$ cat config.mk
export PLATFORM = sky130hd
export DESIGN_NAME = eth_tx_framer_flat
export DESIGN_NICKNAME = d
export VERILOG_FILES = /design/src/rtl/eth_pkg.sv /design/src/rtl/eth_tx_framer_if.sv /design/src/rtl/eth_crc32.sv /design/src/rtl/eth_tx_framer.sv /design/src/flat_wrapper.sv
export SDC_FILE = /design/constraint.sdc
export NUM_CORES = 1
export LEC_CHECK = 0
export ABC_CLOCK_PERIOD_IN_PS = 7280
export CAP_MARGIN = 20
export CORE_MARGIN = 4
export CORE_UTILIZATION = 39
export DETAILED_ROUTE_END_ITERATION = 8
export GPL_TIMING_DRIVEN = 1
export PLACE_DENSITY = 0.53
export SLEW_MARGIN = 20
export SYNTH_ARGS = -nofsm -noshare
export SYNTH_HDL_FRONTEND = slang
export SYNTH_HIERARCHICAL = 1
export SYNTH_SLANG_ARGS = --single-unit
$ cat constraint.sdc
create_clock -name i_Clock -period 7.28 [get_ports i_Clock]
set_input_delay 1.092 -clock i_Clock [delete_from_list [all_inputs] [get_ports i_Clock]]
set_output_delay 1.092 -clock i_Clock [all_outputs]
set_load 0.03 [all_outputs]
$ cat src/rtl/eth_pkg.sv
// Shared types and constants for the Ethernet transmit framer and the CRC-32 helper.
package eth_pkg;

  typedef enum logic [2:0] {
    ST_IDLE,
    ST_PREAMBLE,
    ST_SFD,
    ST_DATA,
    ST_PAD,
    ST_FCS,
    ST_IFG
  } state_t;

  localparam logic [7:0]  PREAMBLE_BYTE = 8'h55;
  localparam logic [7:0]  SFD_BYTE      = 8'hD5;
  localparam logic [31:0] CRC_POLY      = 32'hEDB88320;
  localparam logic [31:0] CRC_INIT      = 32'hFFFFFFFF;

  // A corrupted frame sends the raw CRC register instead of its complement.
  function automatic logic [7:0] fcs_byte(input logic [31:0] crc, input logic corrupt,
                                          input logic [1:0] idx);
    logic [31:0] fcs;
    fcs = corrupt ? crc : ~crc;
    return fcs[{idx, 3'b000} +: 8];
  endfunction

endpackage

$ cat src/rtl/eth_tx_framer_if.sv
// Payload input handshake and PHY-side byte stream of the transmit framer.
interface eth_tx_framer_if;
  import eth_pkg::*;

  logic [7:0] i_Data;
  logic       i_Valid;
  logic       i_Last;
  logic       o_Ready;
  logic [7:0] o_Tx_Data;
  logic       o_Tx_En;
  logic       o_Tx_Active;
  logic       o_Done;
  logic       o_Underrun;
  state_t     o_State;

  // A payload byte transfers on a rising edge where i_Valid && o_Ready; i_Data/i_Last
  // must hold while i_Valid is high and o_Ready is low.
  modport slave (
    input  i_Data, i_Valid, i_Last,
    output o_Ready, o_Tx_Data, o_Tx_En, o_Tx_Active, o_Done, o_Underrun, o_State
  );

  modport master (
    output i_Data, i_Valid, i_Last,
    input  o_Ready, o_Tx_Data, o_Tx_En, o_Tx_Active, o_Done, o_Underrun, o_State
  );

endinterface

$ cat src/rtl/eth_crc32.sv
// Byte-wide next-state of the reflected Ethernet CRC-32; shared by the tx framer and rx checker.
module eth_crc32
  import eth_pkg::*;
(
  input  logic [31:0] i_Crc,
  input  logic [7:0]  i_Byte,
  output logic [31:0] o_Crc
);

  always_comb begin
    logic [31:0] c;
    c = i_Crc ^ {24'h000000, i_Byte};
    for (int i = 0; i < 8; i++) begin
      c = c[0] ? ((c >> 1) ^ CRC_POLY) : (c >> 1);
    end
    o_Crc = c;
  end

endmodule

$ cat src/rtl/eth_tx_framer.sv
// Ethernet transmit framer: preamble, SFD, payload, zero pad, FCS and inter-frame gap
// as a registered byte stream with tx-enable, in the RGMII TX byte-clock domain.
module eth_tx_framer
  import eth_pkg::*;
#(
  parameter int PREAMBLE_BYTES = 7,
  parameter int MIN_FRAME      = 60,
  parameter int MAX_FRAME      = 1514,
  parameter int IFG_BYTES      = 12
) (
  input  logic      i_Clock,
  input  logic      i_Rst_L,
  eth_tx_framer_if.slave bus
);

  localparam logic [10:0] MIN_CNT  = 11'(MIN_FRAME);
  localparam logic [10:0] MAX_CNT  = 11'(MAX_FRAME);
  localparam logic [3:0]  PRE_LAST = 4'(PREAMBLE_BYTES - 1);
  localparam logic [3:0]  IFG_LAST = 4'(IFG_BYTES - 1);

  state_t      state_q;
  logic [10:0] cnt_q;
  logic [3:0]  aux_q;
  logic [31:0] crc_q;
  logic [31:0] crc_d;
  logic        bad_q;
  logic [7:0]  tx_data_q;
  logic        tx_en_q;
  logic        active_q;
  logic        done_q;
  logic        underrun_q;

  logic [10:0] cnt_inc;
  logic [7:0]  crc_in;

  assign cnt_inc = (cnt_q == MAX_CNT) ? cnt_q : cnt_q + 11'd1;
  assign crc_in  = (state_q == ST_PAD) ? 8'h00 : bus.i_Data;

  eth_crc32 u_crc (
    .i_Crc  (crc_q),
    .i_Byte (crc_in),
    .o_Crc  (crc_d)
  );

  always_ff @(posedge i_Clock or negedge i_Rst_L) begin
    if (!i_Rst_L) begin
      state_q    <= ST_IDLE;
      cnt_q      <= '0;
      aux_q      <= '0;
      crc_q      <= CRC_INIT;
      bad_q      <= 1'b0;
      tx_data_q  <= 8'h00;
      tx_en_q    <= 1'b0;
      active_q   <= 1'b0;
      done_q     <= 1'b0;
      underrun_q <= 1'b0;
    end else begin
      done_q     <= 1'b0;
      underrun_q <= 1'b0;
      case (state_q)
        ST_IDLE: begin
          tx_data_q <= 8'h00;
          tx_en_q   <= 1'b0;
          if (bus.i_Valid) begin
            state_q  <= ST_PREAMBLE;
            cnt_q    <= '0;
            aux_q    <= '0;
            crc_q    <= CRC_INIT;
            bad_q    <= 1'b0;
            active_q <= 1'b1;
          end
        end
        ST_PREAMBLE: begin
          tx_data_q <= PREAMBLE_BYTE;
          tx_en_q   <= 1'b1;
          aux_q     <= aux_q + 4'd1;
          if (aux_q == PRE_LAST) state_q <= ST_SFD;
        end
        ST_SFD: begin
          tx_data_q <= SFD_BYTE;
          tx_en_q   <= 1'b1;
          state_q   <= ST_DATA;
        end
        ST_DATA: begin
          tx_en_q <= 1'b1;
          if (bus.i_Valid) begin
            tx_data_q <= bus.i_Data;
            crc_q     <= crc_d;
            cnt_q     <= cnt_inc;
            if (bus.i_Last || cnt_inc == MAX_CNT) begin
              aux_q   <= '0;
              state_q <= (cnt_inc < MIN_CNT) ? ST_PAD : ST_FCS;
            end
          end else begin
            // Starved mid-frame: send a deliberately bad FCS right away so the wire has no bubble.
            underrun_q <= 1'b1;
            bad_q      <= 1'b1;
            tx_data_q  <= fcs_byte(crc_q, 1'b1, 2'd0);
            aux_q      <= 4'd1;
            state_q    <= ST_FCS;
          end
        end
        ST_PAD: begin
          tx_data_q <= 8'h00;
          tx_en_q   <= 1'b1;
          crc_q     <= crc_d;
          cnt_q     <= cnt_inc;
          if (cnt_inc >= MIN_CNT) begin
            aux_q   <= '0;
            state_q <= ST_FCS;
          end
        end
        ST_FCS: begin
          tx_data_q <= fcs_byte(crc_q, bad_q, aux_q[1:0]);
          tx_en_q   <= 1'b1;
          aux_q     <= aux_q + 4'd1;
          if (aux_q == 4'd3) begin
            aux_q   <= '0;
            state_q <= ST_IFG;
          end
        end
        ST_IFG: begin
          tx_data_q <= 8'h00;
          tx_en_q   <= 1'b0;
          aux_q     <= aux_q + 4'd1;
          if (aux_q == IFG_LAST) begin
            done_q   <= 1'b1;
            active_q <= 1'b0;
            state_q  <= ST_IDLE;
          end
        end
        default: state_q <= ST_IDLE;
      endcase
    end
  end

  assign bus.o_Ready     = (state_q == ST_DATA);
  assign bus.o_Tx_Data   = tx_data_q;
  assign bus.o_Tx_En     = tx_en_q;
  assign bus.o_Tx_Active = active_q;
  assign bus.o_Done      = done_q;
  assign bus.o_Underrun  = underrun_q;
  assign bus.o_State     = state_q;

endmodule

$ cat src/flat_wrapper.sv
// flat-port wrapper written by rule: the top's interface ports become plain ports
module eth_tx_framer_flat import eth_pkg::*;
#(
  parameter int PREAMBLE_BYTES = 7,
  parameter int MIN_FRAME      = 60,
  parameter int MAX_FRAME      = 1514,
  parameter int IFG_BYTES      = 12
)
  (i_Clock, i_Rst_L, bus_i_Data, bus_i_Valid, bus_i_Last, bus_o_Ready, bus_o_Tx_Data, bus_o_Tx_En, bus_o_Tx_Active, bus_o_Done, bus_o_Underrun, bus_o_State);
  eth_tx_framer_if bus_i ();
  input  logic i_Clock;
  input  logic i_Rst_L;
  input wire logic [$bits(bus_i.i_Data)-1:0] bus_i_Data;
  input wire logic [$bits(bus_i.i_Valid)-1:0] bus_i_Valid;
  input wire logic [$bits(bus_i.i_Last)-1:0] bus_i_Last;
  output wire logic [$bits(bus_i.o_Ready)-1:0] bus_o_Ready;
  output wire logic [$bits(bus_i.o_Tx_Data)-1:0] bus_o_Tx_Data;
  output wire logic [$bits(bus_i.o_Tx_En)-1:0] bus_o_Tx_En;
  output wire logic [$bits(bus_i.o_Tx_Active)-1:0] bus_o_Tx_Active;
  output wire logic [$bits(bus_i.o_Done)-1:0] bus_o_Done;
  output wire logic [$bits(bus_i.o_Underrun)-1:0] bus_o_Underrun;
  output wire logic [$bits(bus_i.o_State)-1:0] bus_o_State;
  assign bus_i.i_Data = bus_i_Data;
  assign bus_i.i_Valid = bus_i_Valid;
  assign bus_i.i_Last = bus_i_Last;
  assign bus_o_Ready = bus_i.o_Ready;
  assign bus_o_Tx_Data = bus_i.o_Tx_Data;
  assign bus_o_Tx_En = bus_i.o_Tx_En;
  assign bus_o_Tx_Active = bus_i.o_Tx_Active;
  assign bus_o_Done = bus_i.o_Done;
  assign bus_o_Underrun = bus_i.o_Underrun;
  assign bus_o_State = bus_i.o_State;
  eth_tx_framer #(.PREAMBLE_BYTES(PREAMBLE_BYTES), .MIN_FRAME(MIN_FRAME), .MAX_FRAME(MAX_FRAME), .IFG_BYTES(IFG_BYTES)) u_core (.i_Clock(i_Clock), .i_Rst_L(i_Rst_L), .bus(bus_i));
endmodule
==> impl_metrics.csv <==
group,metric,value,unit
cells_and_area,mostFrequentLayoutCell,"o21ai_0",
run,maxCapViolations,0,
floorplanning,core_area,11660,sq um
drt,wl_per_cell,17.28,microns
setup_path,path_max_fanout,13,
setup_path,critPathKind,"flip-flop to output pin",
floorplanning,die-height,118.1,microns
min_path,hp-class,"flip-flop to flip-flop",
drt,vias,3455,
yosys,synth_cell_type_count,70,
setup_path,crit_buf_inv,3,
global_route,grt_overflow,0,
clock_tree,path_clk_slew,0.06,ns
outcome,status,"completed",
setup_path,critPathLaunchType,"flip-flop",
timing,maxSlewViolCount,0,
clock_tree,cts-root-buf,"clkbuf_16",
cells_and_area,area_delta_synth_final,11.88,%
yosys,synth_edf_count,0,
min_path,worstHoldPathCells,2,
timing,hold_ws,0.4900,ns
timing,setup_slack,3.769,ns
drt,wirelength,11080,microns
floorplanning,io-pin-count,28,
global_route,grt_max_degree,77,
clock_tree,cts_max_level,3,
drt,antenna_left,0,
yosys,ys.flop_type,"dfstp_2",
yosys,ys_seq_elements,63,
floorplanning,num_rows,39,
setup_path,path_depth,5,
timing,worst_pin_slew,0.8386,ns
setup_path,crit_chain,"inv_1, nor2_1, nand2_2, inv_2, clkdlybuf4s50_1",
cells_and_area,fillCellCount,1116,
drt,drt_iter0_markers,303,
place,preCtsSetupSlack,3.854,ns
yosys,synth_sequential_area_ratio,34.18,%
clock_tree,cts_tree,"built",
global_route,grt_pass1_wl,18430,microns
clock_tree,clkSinkCount,63,
setup_path,worstPathArrival,2.42,ns
timing,fmax,284.8,MHz
global_route,grt_pass1_vias,3294,
drt,drc_errors,0,
cells_and_area,drive_gt1_share,17.27,%
global_route,grt_usage,16.46,%
cells_and_area,seqCellArea,1617,sq um
place,port_buffers,27,
setup_path,reg2reg_depth,8,
place,place.gp.congestion,0.7707,
clock_tree,clockBufferDepth,2,
setup_path,cp_slowest_cell,"clkdlybuf4s50_1",
timing,relSlewSlack,44.10,%
timing,setup_violations,0,
timing,rsz0062_at_grt,"no",
cells_and_area,multi_input_area,2879,sq um
global_route,antenna_found_initial,0,
cells_and_area,most-common-layout-cells,"67 x o21ai_0, 58 x nor2_1, 53 x nand2_1, 32 x dfstp_2, 31 x dfrtp_1",
clock_tree,post_cts_buffers,0,
timing,period_share,48.23,%
cells_and_area,nNetsFinal,509,
yosys,synth_fp_nets,499,
timing,fin_crit,3.511,ns
clock_tree,ctsHoldBuffers,0,
timing,finClkSkew,0.008608,ns
yosys,synth_area_per_cell,9.792,sq um
yosys,yosys_warnings,6,
yosys,syn_inst,483,
clock_tree,insertion_delay,0.33,ns
clock_tree,numCtsBuffers,9,
floorplanning,dieWidth,118.1,microns
timing,finalSetupTns,0,ns
cells_and_area,diodes,0,
drt,vias_per_cell,5.390,
setup_path,max_stage_delay,0.72,ns
timing,hold_viol,0,
yosys,netlist_area,4730,sq um
clock_tree,ctsResizeCount,0,
setup_path,endpoint_kind,"output pin",
floorplanning,die-area,13950,sq um
place,dp_hpwl,7459,microns
setup_path,cp_top_family,"buffers and inverters",
floorplanning,initial_core_util,40.55,%
yosys,synthArstFlopShare,100.0,%
drt,dr.pass1.iters,7,
setup_path,required,6.19,ns
[cell type report]
class                   count  share of cell area, %
clock buffers              12                  4.658
clock inverters             4                 0.8513
inverters                  10                 0.7094
multi-input cells         379                  54.41
flip-flops and latches     63                  30.55
well taps                 143                  3.381
repair buffers             30                  5.439
[state kept, by name (all words and copies together), names as in the netlist]
signal                  count
u_core/bad_q                1
u_core/bus.o_Tx_Data        8
u_core/bus.o_Tx_Active      1
u_core/aux_q                4
u_core/bus.o_State          3
u_core/cnt_q               11
u_core/bus.o_Underrun       1
u_core/bus.o_Tx_En          1
u_core/bus.o_Done           1
u_core/crc_q               32
[cells by family (layout without fill, tap and decap cells)]
kind of cell / Yosys count / count (layout) / share of synthesized area (%)
compound gates: 118 / 118 / 15.29
mux: 17 / 17 / 5.741
fa+ha+maj: 4 / 4 / 1.058
buf+inv: 41 / 56 / 5.158
simple gates: 168 / 168 / 17.04
xor+xnor: 72 / 72 / 21.53
flops: 63 / 63 / 34.18
[metrics by stage]
| step | util [%] | instance area (sq um) | instances |
|---|---|---|---|
| finish | 45.37 | 5291 | 641 |
| global route | 45.37 | 5291 | 641 |
| CTS | 45.37 | 5291 | 641 |
| detailed placement | 42.87 | 5000 | 625 |
| global placement | 42.87 | 5000 | 625 |
| floorplan | - | 4730 | 483 |
[final timing paths]
check,end,start,slack (ns)
max reg2reg,u_core/crc_q[18],u_core/bus.o_State[1],3.93
min reg2reg,u_core/crc_q[24],u_core/crc_q[24],0.49
min in group asynchronous,u_core/bus.o_State[2],i_Rst_L,0.93
max,bus_o_Ready,u_core/bus.o_State[0],3.77
max in group asynchronous,u_core/bus.o_Tx_Data[5],i_Rst_L,5.78
min,u_core/crc_q[24],u_core/crc_q[24],0.49
[routing by layer]
layer  wire (microns)  global-route usage, %
met4              162                  5.641
met1             5672                  24.48
met3              467                  2.883
met5                0                      0
met2             4775                  24.08
[Yosys cell counts (4+ instances only)]
cell type / count / share of area [%]
and3_1: 4 / 0.53
nor2_1: 60 / 4.8
dfrtp_1: 31 / 16
buf_6: 4 / 0.95
xor2_1: 17 / 3.1
xor3_1: 5 / 2.5
ha_1: 4 / 1.1
clkbuf_1: 13 / 1.0
mux4_2: 8 / 3.8
a21oi_1: 14 / 1.5
and2_1: 9 / 1.2
nand4_1: 4 / 0.53
clkbuf_8: 4 / 1.2
xnor3_1: 12 / 5.7
dfstp_2: 32 / 18
inv_1: 9 / 0.71
buf_2: 7 / 0.74
mux2i_1: 8 / 1.7
xnor2_1: 28 / 5.2
o22ai_1: 5 / 0.66
nor3_1: 6 / 0.63
xnor2_4: 5 / 2.9
nor2b_1: 5 / 0.66
nand3_1: 6 / 0.63
o31ai_1: 5 / 0.79
o21ai_0: 67 / 7.1
nand2b_1: 4 / 0.53
nand2_1: 53 / 4.2
[worst register-to-register path, stage by stage, from the launching register on]
cell	delay (ns)
dfrtp_1	0.56
inv_1	0.42
nand3_1	0.39
and2_1	0.33
xor2_1	0.22
xnor2_1	0.63
xnor3_1	0.52
nor2_1	0.10
o21ai_0	0.08
Power is left out: the tool's default activity adds up to more than one toggle a clock period on the data nets, which glitch-free logic cannot reach.
